`src/rtl/ptp_pdelay_resp.sv`:
```
// 802.1AS peer-delay responder: answers each Pdelay_Req with a Pdelay_Resp and then a Follow_Up
// that carries the Resp egress timestamp. Optional one-entry request buffer: PDELAY_RESP_PENDING_BUF_EN.
module ptp_pdelay_resp #(
   parameter int unsigned TS_TIMEOUT_CYC = 250000,
   parameter int unsigned TO_CNT_W       = 18
) (
   input  logic        i_clk,
   input  logic        i_rst,
   input  logic        i_req_valid,
   input  logic [15:0] i_req_seqid,
   input  logic [79:0] i_req_port_id,
   input  logic [79:0] i_req_rx_ts,
   output logic        o_tx_valid,
   input  logic        i_tx_ready,
   output logic [3:0]  o_tx_msg_type,
   output logic [15:0] o_tx_seqid,
   output logic [79:0] o_tx_req_port_id,
   output logic [79:0] o_tx_timestamp,
   input  logic [79:0] i_egress_ts,
   input  logic        i_egress_ts_valid,
   output logic        o_busy,
   output logic        o_ts_timeout,
   output logic [15:0] o_drop_cnt
);

   localparam logic [1:0] IDLE      = 2'd0;
   localparam logic [1:0] SEND_RESP = 2'd1;
   localparam logic [1:0] WAIT_TS   = 2'd2;
   localparam logic [1:0] SEND_FUP  = 2'd3;

   localparam logic [TO_CNT_W-1:0] TO_LAST = TO_CNT_W'(TS_TIMEOUT_CYC - 1);

   logic [1:0]          state_q, state_d;
   logic [15:0]         seqid_q, seqid_d;
   logic [79:0]         port_q, port_d;
   logic [79:0]         rx_ts_q, rx_ts_d;
   logic [79:0]         eg_ts_q, eg_ts_d;
   logic [TO_CNT_W-1:0] to_cnt_q, to_cnt_d;
   logic [15:0]         drop_q, drop_d;
   logic                timeout_q, timeout_d;
   logic                busy_req, fup_done, to_hit;

`ifdef PDELAY_RESP_PENDING_BUF_EN
   logic                pend_vld_q, pend_vld_d;
   logic [15:0]         pend_seqid_q, pend_seqid_d;
   logic [79:0]         pend_port_q, pend_port_d;
   logic [79:0]         pend_ts_q, pend_ts_d;
`endif

   assign busy_req = i_req_valid && (state_q != IDLE);
   assign fup_done = (state_q == SEND_FUP) && i_tx_ready;
   // A timestamp arriving on the final count still wins over the timeout.
   assign to_hit   = (state_q == WAIT_TS) && !i_egress_ts_valid && (to_cnt_q == TO_LAST);

   always_comb begin
      state_d   = state_q;
      seqid_d   = seqid_q;
      port_d    = port_q;
      rx_ts_d   = rx_ts_q;
      eg_ts_d   = eg_ts_q;
      to_cnt_d  = to_cnt_q;
      drop_d    = drop_q;
      timeout_d = 1'b0;
`ifdef PDELAY_RESP_PENDING_BUF_EN
      pend_vld_d   = pend_vld_q;
      pend_seqid_d = pend_seqid_q;
      pend_port_d  = pend_port_q;
      pend_ts_d    = pend_ts_q;
`endif

      case (state_q)
         IDLE: begin
            if (i_req_valid) begin
               seqid_d = i_req_seqid;
               port_d  = i_req_port_id;
               rx_ts_d = i_req_rx_ts;
               state_d = SEND_RESP;
            end
         end
         SEND_RESP: begin
            if (i_tx_ready) begin
               to_cnt_d = '0;
               state_d  = WAIT_TS;
            end
         end
         WAIT_TS: begin
            if (i_egress_ts_valid) begin
               eg_ts_d = i_egress_ts;
               state_d = SEND_FUP;
            end else if (to_hit) begin
               timeout_d = 1'b1;
               state_d   = IDLE;
            end else begin
               to_cnt_d = to_cnt_q + TO_CNT_W'(1);
            end
         end
         SEND_FUP: begin
            if (i_tx_ready) begin
               state_d = IDLE;
            end
         end
         default: state_d = IDLE;
      endcase

`ifdef PDELAY_RESP_PENDING_BUF_EN
      // On the way back to IDLE a waiting request (buffered, or arriving right now) starts the next exchange.
      if (fup_done || to_hit) begin
         if (pend_vld_q) begin
            seqid_d = pend_seqid_q;
            port_d  = pend_port_q;
            rx_ts_d = pend_ts_q;
            state_d = SEND_RESP;
            if (i_req_valid) begin
               pend_seqid_d = i_req_seqid;
               pend_port_d  = i_req_port_id;
               pend_ts_d    = i_req_rx_ts;
            end else begin
               pend_vld_d = 1'b0;
            end
         end else if (i_req_valid) begin
            seqid_d = i_req_seqid;
            port_d  = i_req_port_id;
            rx_ts_d = i_req_rx_ts;
            state_d = SEND_RESP;
         end
      end else if (busy_req) begin
         pend_vld_d   = 1'b1;
         pend_seqid_d = i_req_seqid;
         pend_port_d  = i_req_port_id;
         pend_ts_d    = i_req_rx_ts;
         if (pend_vld_q && (drop_q != 16'hFFFF)) begin
            drop_d = drop_q + 16'd1;
         end
      end
`else
      if (busy_req && (drop_q != 16'hFFFF)) begin
         drop_d = drop_q + 16'd1;
      end
`endif
   end

   always_ff @(posedge i_clk or posedge i_rst) begin
      if (i_rst) begin
         state_q   <= IDLE;
         seqid_q   <= '0;
         port_q    <= '0;
         rx_ts_q   <= '0;
         eg_ts_q   <= '0;
         to_cnt_q  <= '0;
         drop_q    <= '0;
         timeout_q <= 1'b0;
      end else begin
         state_q   <= state_d;
         seqid_q   <= seqid_d;
         port_q    <= port_d;
         rx_ts_q   <= rx_ts_d;
         eg_ts_q   <= eg_ts_d;
         to_cnt_q  <= to_cnt_d;
         drop_q    <= drop_d;
         timeout_q <= timeout_d;
      end
   end

`ifdef PDELAY_RESP_PENDING_BUF_EN
   always_ff @(posedge i_clk or posedge i_rst) begin
      if (i_rst) begin
         pend_vld_q   <= 1'b0;
         pend_seqid_q <= '0;
         pend_port_q  <= '0;
         pend_ts_q    <= '0;
      end else begin
         pend_vld_q   <= pend_vld_d;
         pend_seqid_q <= pend_seqid_d;
         pend_port_q  <= pend_port_d;
         pend_ts_q    <= pend_ts_d;
      end
   end
`endif

   // Transmit fields are decoded from registered state only, so they cannot change while valid waits for ready.
   assign o_tx_valid       = (state_q == SEND_RESP) || (state_q == SEND_FUP);
   assign o_tx_msg_type    = (state_q == SEND_RESP) ? 4'h3 :
                             (state_q == SEND_FUP)  ? 4'hA : 4'h0;
   assign o_tx_seqid       = o_tx_valid ? seqid_q : 16'h0;
   assign o_tx_req_port_id = o_tx_valid ? port_q : 80'h0;
   assign o_tx_timestamp   = (state_q == SEND_RESP) ? rx_ts_q :
                             (state_q == SEND_FUP)  ? eg_ts_q : 80'h0;
   assign o_busy           = (state_q != IDLE);
   assign o_ts_timeout     = timeout_q;
   assign o_drop_cnt       = drop_q;

endmodule

```
`config.mk`:
```
export PLATFORM = sky130hd
export DESIGN_NAME = ptp_pdelay_resp
export DESIGN_NICKNAME = d
export VERILOG_FILES = /design/src/rtl/ptp_pdelay_resp.sv
export SDC_FILE = /design/constraint.sdc
export NUM_CORES = 1
export LEC_CHECK = 0
export BUFFER_PORTS_ARGS = -buffer_cell sky130_fd_sc_hd__buf_2
export CORE_AREA = 2 2 180 182
export CTS_BUF_LIST = sky130_fd_sc_hd__clkbuf_16
export DETAILED_ROUTE_END_ITERATION = 6
export DIE_AREA = 0 0 182 184
export PLACE_DENSITY = 0.7
export SLEW_MARGIN = 30
export SYNTH_ARGS = -nofsm -noshare
export SYNTH_HDL_FRONTEND = slang
export SYNTH_SLANG_ARGS = --single-unit
```
`constraint.sdc`:
```
create_clock -name i_clk -period 10.5 [get_ports i_clk]
set_clock_uncertainty 0.1 [all_clocks]
set_input_delay 0.525 -clock i_clk [delete_from_list [all_inputs] [get_ports i_clk]]
set_output_delay 0.525 -clock i_clk [all_outputs]
set_load 0.05 [all_outputs]
```
* After elaboration in Yosys (flattened, before gate mapping) *
Cells that the tools add are included.

cells by class
  equal/unequal tests = 11
  multiplexer cells = 19
  reductions and logical operators = 13
  add/subtract/negate cells = 2

operators by type and width
  cell                                                                    count
  80-bit 2-to-1 mux                                                       3
  18-bit 2-to-1 mux                                                       3
  18-bit one-hot mux with 2 select lines                                  1
  18-bit by 1-bit adder with 18-bit output (second input constant)        1
  18-bit equality test (second input constant)                            1
  16-bit by 1-bit adder with 16-bit output (second input constant)        1
  16-bit 2-to-1 mux                                                       1
  16-bit != test (second input constant)                                  1
  2-bit 2-to-1 mux                                                        5
  2-bit != test (second input constant)                                   5
  4-bit 2-to-1 mux                                                        2
  2-bit one-hot mux with 4 select lines                                   1
  4-bit AND reduction                                                     2
  2-bit equality test (second input constant)                             2
  1-bit logical AND                                                       4
  2-bit AND reduction                                                     2
  2-bit nonzero test                                                      2
  1-bit 2-to-1 mux                                                        3
  3-bit != test (second input constant)                                   1
  2-bit by 1-bit equality test with 1-bit output (second input constant)  1
  2-bit zero test                                                         1
  1-bit zero test                                                         1
  1-bit logical OR                                                        1

word-level totals
  register bits after elaboration = 293
  output and inout port bits = 199

* Logic depth before layout (Yosys ltp) *
Gate-level depths: netlist of run 1.

  depth after elaboration = 6
  mapped depth = 6
  depth with buffers taken out = 6

* Worst setup path before layout of run 1 *
No wires, ideal clock.

  kind = register to output
  start = register state_q[0]
  end = output o_tx_msg_type[0]
  arrival = 1.924 ns
  stages on the path, launching flop included = 5
  setup slack = 7.951 ns
  path buffers = 3
  cell sequence = dfrtp_1 > clkbuf_1 > clkbuf_1 > clkbuf_1 > nor2b_1

on the way
  word-level cells in the longest chain between the ends = 2

ends and longest elaborated chain
  what                                            line  text
  from (decl)                                     33    logic [1:0] state_q, state_d;
  from (signal assigned)                          153   state_q <= state_d;
  2-bit by 1-bit equality test with 1-bit output  182   assign o_tx_msg_type = (state_q == SEND_RESP) ? 4'h3 :
  4-bit 2-to-1 mux                                182
  to (decl)                                       15    output logic [3:0] o_tx_msg_type,

No other way between the ends.

* Worst setup path after layout of run 1 *
  start = register state_q[1]
  end = output o_tx_timestamp[33]

on the way
  word-level cells in the longest chain between the ends = 3
  elaborated cells between the ends (all ways) = 4
  those cells by class = eq/ne (2); mux (2)

ends and longest elaborated chain
  what                 line  text
  2-bit equality test  187   (state_q == SEND_FUP) ? eg_ts_q : 80'h0;
  80-bit 2-to-1 mux    187
  80-bit 2-to-1 mux *  186   assign o_tx_timestamp = (state_q == SEND_RESP) ? rx_ts_q :
  to (decl)            18    output logic [79:0] o_tx_timestamp,

Every way passes the cells marked *; elsewhere a longest branch is shown, timed or not.

==> impl_results.md, run 1 <==
- Status: complete, no violations
- Post-DRT Antenna Nets: 0
- Iteration-0 DRC Markers: between 200 and 300
- Yosys top cell area share: 0.549
- Setup Fix Bufs, Post-CTS: 0
- Reg clk slew, reported paths: roughly 0.06 ns
- Max_slew headroom: 0.420
- CTS tree: done
- Net switching power: between 3000 and 4000 uW
- Sequential share of the synthesized area: 0.549
- Hold Worst Slack: between 0.08 and 0.09 ns
- Cells after synthesis: 1,013
- Gp weighted congestion: 0.825
- Clk Latency, worst-skew pair: between 0.5 and 0.6 ns
- WP buf/inv: 2
- Crit path kind: reg2out
- Combinational share of power: 0.521
- Crit path max fanout: 49
- Multi-input logic area: roughly 5700 um2
- Share of post-route cells with drive strength above 1: 0.426
- Register area: 7340 um2
- Tmin final: 3.61 ns
- Final WL: between 30,000 and 40,000 um
- Slew @ Worst Pin: between 0.8 and 0.9 ns
- CP arrival: around 3.0 ns
- Synth cell types: 42
- Vias in the first global route: 9,611
- Clock buffer count from CTS: 31
- Initial Utilization: 0.425
- Crit path required time: roughly 10 ns
- Syn Area/Cell: 13.2 um2
- Part of the power in registers: 0.317
- Share of flip-flops with an asynchronous set or reset: 1.00
- Internal power: ~3300 uW
- Setup TNS Final: 0 ns
- Synthesized area: between 10,000 and 15,000 um2
- Syn Nets: roughly 1,300
- H-tree level count: 1
- Crit-path leading delay family: buffers and inverters
- Synth Flop Type: dfrtp_1
- Die X: roughly 180 um
- Hold Vio Cnt, Final: 0
- Final Cycle Share: 0.344
- Final nets: between 1,500 and 2,000
- Pin count of the biggest net entering global routing: approximately 140
- CP max-delay cell: dfrtp_4
- Full die area: 33,500 um2
- GRT Total Usage: 0.199
- Worst VDD drop: roughly 0.26 mV
- CTS Root Cell: clkbuf_16
- R2r setup slk: roughly 7.3 ns
- Max Cap Violations: 0
- Setup ws final: about 7 ns
- Area leader, netlist: dfrtp_1
- Place WS: about 7 ns
- Slew Limit Fails: 0
- DRC: 0
- HP Class: in2reg
- IO buf count: roughly 460
- Final setup fails: 0
- First-pass DRT Iterations: 4
- Area Growth Syn to Fin: 26.6%
- Core area: around 31,000 um2
- Max Clk Rate: 277 MHz
- Critical path endpoint category: output port
- Commonest cells in the netlist: dfrtp_1 (293), mux2_1 (141), mux2_2 (116)
- Yosys reg bits: 293
- Routed len/inst: roughly 18 um
- Post-DP HPWL: ~24,000 um
- First-pass GRT wire length: roughly 53,000 um
- Post-synth EDFFs: 0
- Most numerous cell in the Yosys netlist: dfrtp_1
- Power Density: ~370 nW/um2
- Area contributors post-synth: dfrtp_1 (55%), mux2_1 (12%), mux2_2 (9.8%)
- GRT overflow: 0
- Clk network pwr share: 0.162
- Critical Path Source Type: flip-flop
- Fillers: ~2,700
- Clock Path Buffers: 3
- Clock Sinks: roughly 300
- Initial antenna violation count: 13
- Std-Cell Rows: 65
- Worst path cell trace: buf_4 -> mux2i_1 -> nor2b_1 -> buf_2
- Die Height: between 150 and 200 um
- Yosys warns: 0
- Switching Share: 0.475
- I/O pins: 460
- Drt via density: just under 5
- RSZ-0062 raised after global routing: no
- Static leakage: 0.00829 uW
- Critical Path Max Stage Delay: ~0.95 ns
- Via Count: ~9,300
-- kinds of logic (layout without fill, tap and decap cells) --
family,count (synthesis),in the layout,share of synthesized area
AO/OA/AOI/OAI,16,16,0.00769
XOR/XNOR,23,23,0.0151
adder cells (fa/ha/maj),2,2,0.00187
buffers and inverters,68,523,0.0251
flip-flops,293,293,0.549
multiplexers,341,341,0.280
other,1,10,0.000281
AND/OR/NAND/NOR,269,269,0.121
-- cell usage in the layout, fill, tap and decap left out, drive strengths merged, types with 2 or more instances in the layout --
| cell type | n |
|---|---|
| dfrtp | 293 |
| nand3 | 17 |
| clkbuf | 31 |
| a21oi | 3 |
| nand2 | 16 |
| nor3 | 6 |
| mux2i | 84 |
| xnor2 | 17 |
| buf | 465 |
| nor2b | 82 |
| o21a | 3 |
| nor4 | 3 |
| xor2 | 6 |
| nand4 | 8 |
| and3 | 13 |
| mux2 | 257 |
| inv | 13 |
| o21ai | 5 |
| and2 | 97 |
| clkinv | 9 |
| nor2 | 17 |
| diode | 9 |
| nor4b | 2 |
| nor3b | 2 |
| or2 | 2 |
| ha | 2 |
| bufinv | 3 |
-- sequential cells by signal, indices dropped and copies added, names as in the netlist --
register      count
o_drop_cnt       16
eg_ts_q          80
port_q           80
state_q           2
o_ts_timeout      1
seqid_q          16
to_cnt_q         18
rx_ts_q          80
-- timing repair --
action                    in CTS  in global routing
hold endpoints to repair       0                  3
resized for setup              0                  0
hold buffers                   0                  1
-- stage by stage --
stage                     area, um2  std cells  utilization  total power [uW]
after floorplan               13300       1013            -              4580
after global placement        15900       1817        0.506              5300
after detailed placement      15900       1817        0.507              5360
after CTS                     16800       1869        0.537              6410
after global routing          16900       1875        0.538              6680
final                         16900       1879        0.538              6330
-- area by class of cell --
class,instances,area share
diodes,9,0.00133
repair buffers,466,0.141
clock inverters,21,0.00963
multi-input cells,652,0.336
inverters,5,0.00185
well taps,402,0.0298
clock buffers,31,0.0459
flip-flops and latches,293,0.434
-- layer usage --
metal | up-vias | share of wire | track usage
met1 | 4522 | 0.40 | 0.237
li1 | 4351 | - | -
met4 | 10 | 0.032 | 0.0606
met3 | 75 | 0.090 | 0.0703
met5 | - | 0.0020 | 0
met2 | 353 | 0.48 | 0.340
-- final timing paths --
path | from | endpoint | depth (start not counted)
min in group asynchronous | i_rst | port_q[72] | 3
hold reg to reg | port_q[7] | port_q[7] | 1
setup / recovery | state_q[1] | o_tx_timestamp[33] | 4
max in group asynchronous | i_rst | eg_ts_q[46] | 5
setup reg to reg | state_q[1] | rx_ts_q[22] | 4
hold / removal | i_req_rx_ts[34] | rx_ts_q[34] | 2
-- power groups by stage --
| stage | logic (uW) | registers (uW) | clock network (uW) |
|---|---|---|---|
| after global routing | 3490 | 2080 | 1100 |
| after detailed placement | 3330 | 2030 | 0 |
| after global placement | 3300 | 2000 | 0 |
| after CTS | 3340 | 2010 | 1060 |
| after floorplan | 2680 | 1890 | 0 |
| final | 3300 | 2010 | 1020 |
(Power assumes the default switching activity.)
==> run 2, diff against run 1 <==
Clock period 10.5 ns to 3.8 ns, I/O delays scaled along.
==> run 2 against run 1 <==
  * Die area unchanged
  * Via count up 14%
  * Setup slack worse by 6.3 ns
  * Critical path depth down 1
  * Non-clock buffer count up 278
  * Sequential cell count unchanged
  * Largest power group unchanged
  * Combinational power rose to 2.9 times the previous value
  * Sequential power rose to 2.8 times the previous value
  * Routed wire length up 15%
==> impl_results.md, run 2 (synthesis results as in run 1) <==
- Slew Limit Fails: 0 (unchanged)
- Post-DP HPWL: 24,500 um (+0.34%)
- GRT Total Usage: 0.228 (+0.0288)
- Die Height: 184 um (unchanged)
- Most frequent cells in the layout: buf_2 (458), dfrtp_1 (291), dlygate4sd3_1 (261)
- Final nets: 1,990 (+16%)
- Gp weighted congestion: 0.791 (-4.1%)
- Hold Vio Cnt, Final: 0 (unchanged)
- Share of post-route cells with drive strength above 1: 0.373 (-0.0535)
- Drt via density: 4.93 (-0.44%)
- Max_slew headroom: 0.361 (-0.0592)
- Clock Sinks: 293 (unchanged)
- Max Cap Violations: 0 (unchanged)
- H-tree level count: 1 (unchanged)
- Tmin final: around 3.2 ns
- Setup TNS Final: 0 ns (unchanged)
- Clk Latency, worst-skew pair: 0.55 ns (about the same)
- Register area: 7340 um2 (unchanged)
- Die X: 182 um (unchanged)
- Iteration-0 DRC Markers: 353 (+25%)
- DRC: 0 (unchanged)
- Max Clk Rate: roughly 310 MHz
- Crit path kind: reg2out
- First-pass GRT wire length: 61,300 um (+16%)
- Critical Path Source Type: flip-flop
- IO buf count: 458 (unchanged)
- Full die area: 33,500 um2 (unchanged)
- Status: complete, no violations
- Crit path max fanout: 112 (+130%)
- Final core utilization: 0.629 (+0.0903)
- CTS Root Cell: clkbuf_16
- Hold Worst Slack: 0.0826 ns (-0.00507 ns)
- Worst path cell trace: buf_4 -> nor2b_1 -> buf_2
- Top Registers: eg_ts_q: 80 flops, port_q: 80 flops, rx_ts_q: 80 flops
- CP arrival: 2.89 ns (-0.10 ns)
- Final WL: 39,400 um (+15%)
- Multi-input logic area: 5690 um2 (unchanged)
- CP max-delay cell: dfrtp_4
- Critical Path Max Stage Delay: 0.89 ns (-0.06 ns)
- Worst VDD drop: 0.653 mV (+150%)
- Crit path required time: 3.51 ns (-6.37 ns)
- Fillers: 2,331 (-14%)
- RSZ-0062 raised after global routing: no
- Power Density: 923 nW/um2 (+150%)
- Post-DRT Antenna Nets: 0 (unchanged)
- Area Growth Syn to Fin: 47.8%
- Std-Cell Rows: 65 (unchanged)
- Clock Path Buffers: 3 (unchanged)
- Core area: 31,400 um2 (unchanged)
- Routed len/inst: 18.3 um (+0.13%)
- Final setup fails: 0 (unchanged)
- CTS-repair resized insts: 0 (unchanged)
- Critical path endpoint category: output port
- Final Cycle Share: 0.837
- CTS tree: done
- Final std cells w/o fill: 2,155 (+15%)
- Vias in the first global route: 11,600 (+20%)
- Static leakage: 0.00950 uW (+15%)
- GRT overflow: 0 (unchanged)
- Initial Utilization: 0.425 (unchanged)
- HP Class: in2async
- Power consumption: 18,200 uW (+190%)
- Slew @ Worst Pin: 0.958 ns (+0.0920 ns)
- Leading cell type in the layout, fill and taps excluded: buf_2
- Number of placed cells counting well taps: 1,834 (+0.94%)
- Pin count of the biggest net entering global routing: 113 (-19%)
- Initial antenna violation count: 2 (-11)
- Clock buffer count from CTS: 31 (unchanged)
- Reg clk slew, reported paths: 0.06 ns (about the same)
- First-pass DRT Iterations: 6 (+2)
- Via Count: 10,600 (+14%)
- I/O pins: 460 (unchanged)
[run 2: worst paths after layout]
kind	from	to	slack (ns)	depth (start not counted)
min	i_rst	seqid_q[2]	0.08	3
max in group asynchronous	i_rst	rx_ts_q[79]	2.59	5
max	state_q[0]	o_tx_timestamp[59]	0.62	3
min reg2reg	port_q[20]	port_q[20]	0.38	1
max reg2reg	state_q[0]	port_q[15]	1.09	4
min in group i_clk	i_req_port_id[12]	port_q[12]	0.29	3
[run 2: what timing repair did]
action                    CTS  global route
setup buffers               0             0
hold endpoints to repair  296             0
hold buffers              261             0
[run 2: critical path, delay by kind of cell (launching register included)]
kind	cells	cell delay, ns
buffers and inverters	2	1.07
AND/OR/NAND/NOR	1	0.28
flip-flops	1	0.89
[run 2: stage by stage]
step / setup slack (ns) / area (um2)
after global routing: 0.434 / 19700
after global placement: 1.09 / 16100
after detailed placement: 1.06 / 16100
after floorplan: -0.379 / 13400
final: 0.618 / 19700
after CTS: 0.607 / 19700
[run 2: final cells by class]
cell class,instances,share of cell area
multi-input combinational,652,0.288
inverter,5,0.00114
tap,402,0.0255
clock inverter,26,0.0112
antenna,2,0.000254
sequential,293,0.372
timing repair buffer,744,0.263
clock buffer,31,0.0393
[run 2: power by group]
part | total (uW) | switching, uW | leakage (uW) | internal (uW)
clock network | 2990 | 1240 | 0.000508 | 1740
registers | 5540 | 945 | 0.00353 | 4590
logic | 9700 | 6500 | 0.00547 | 3200
[run 2: metal layers]
metal  up-vias  wire [um]  global-route usage  part of all wire
met1      5222      15600               0.268              0.40
met5         -          0                   0                 0
met4         0       1850               0.102             0.047
li1       4910          -                   -                 -
met3       100       2390              0.0493             0.061
met2       400      19600               0.402              0.50
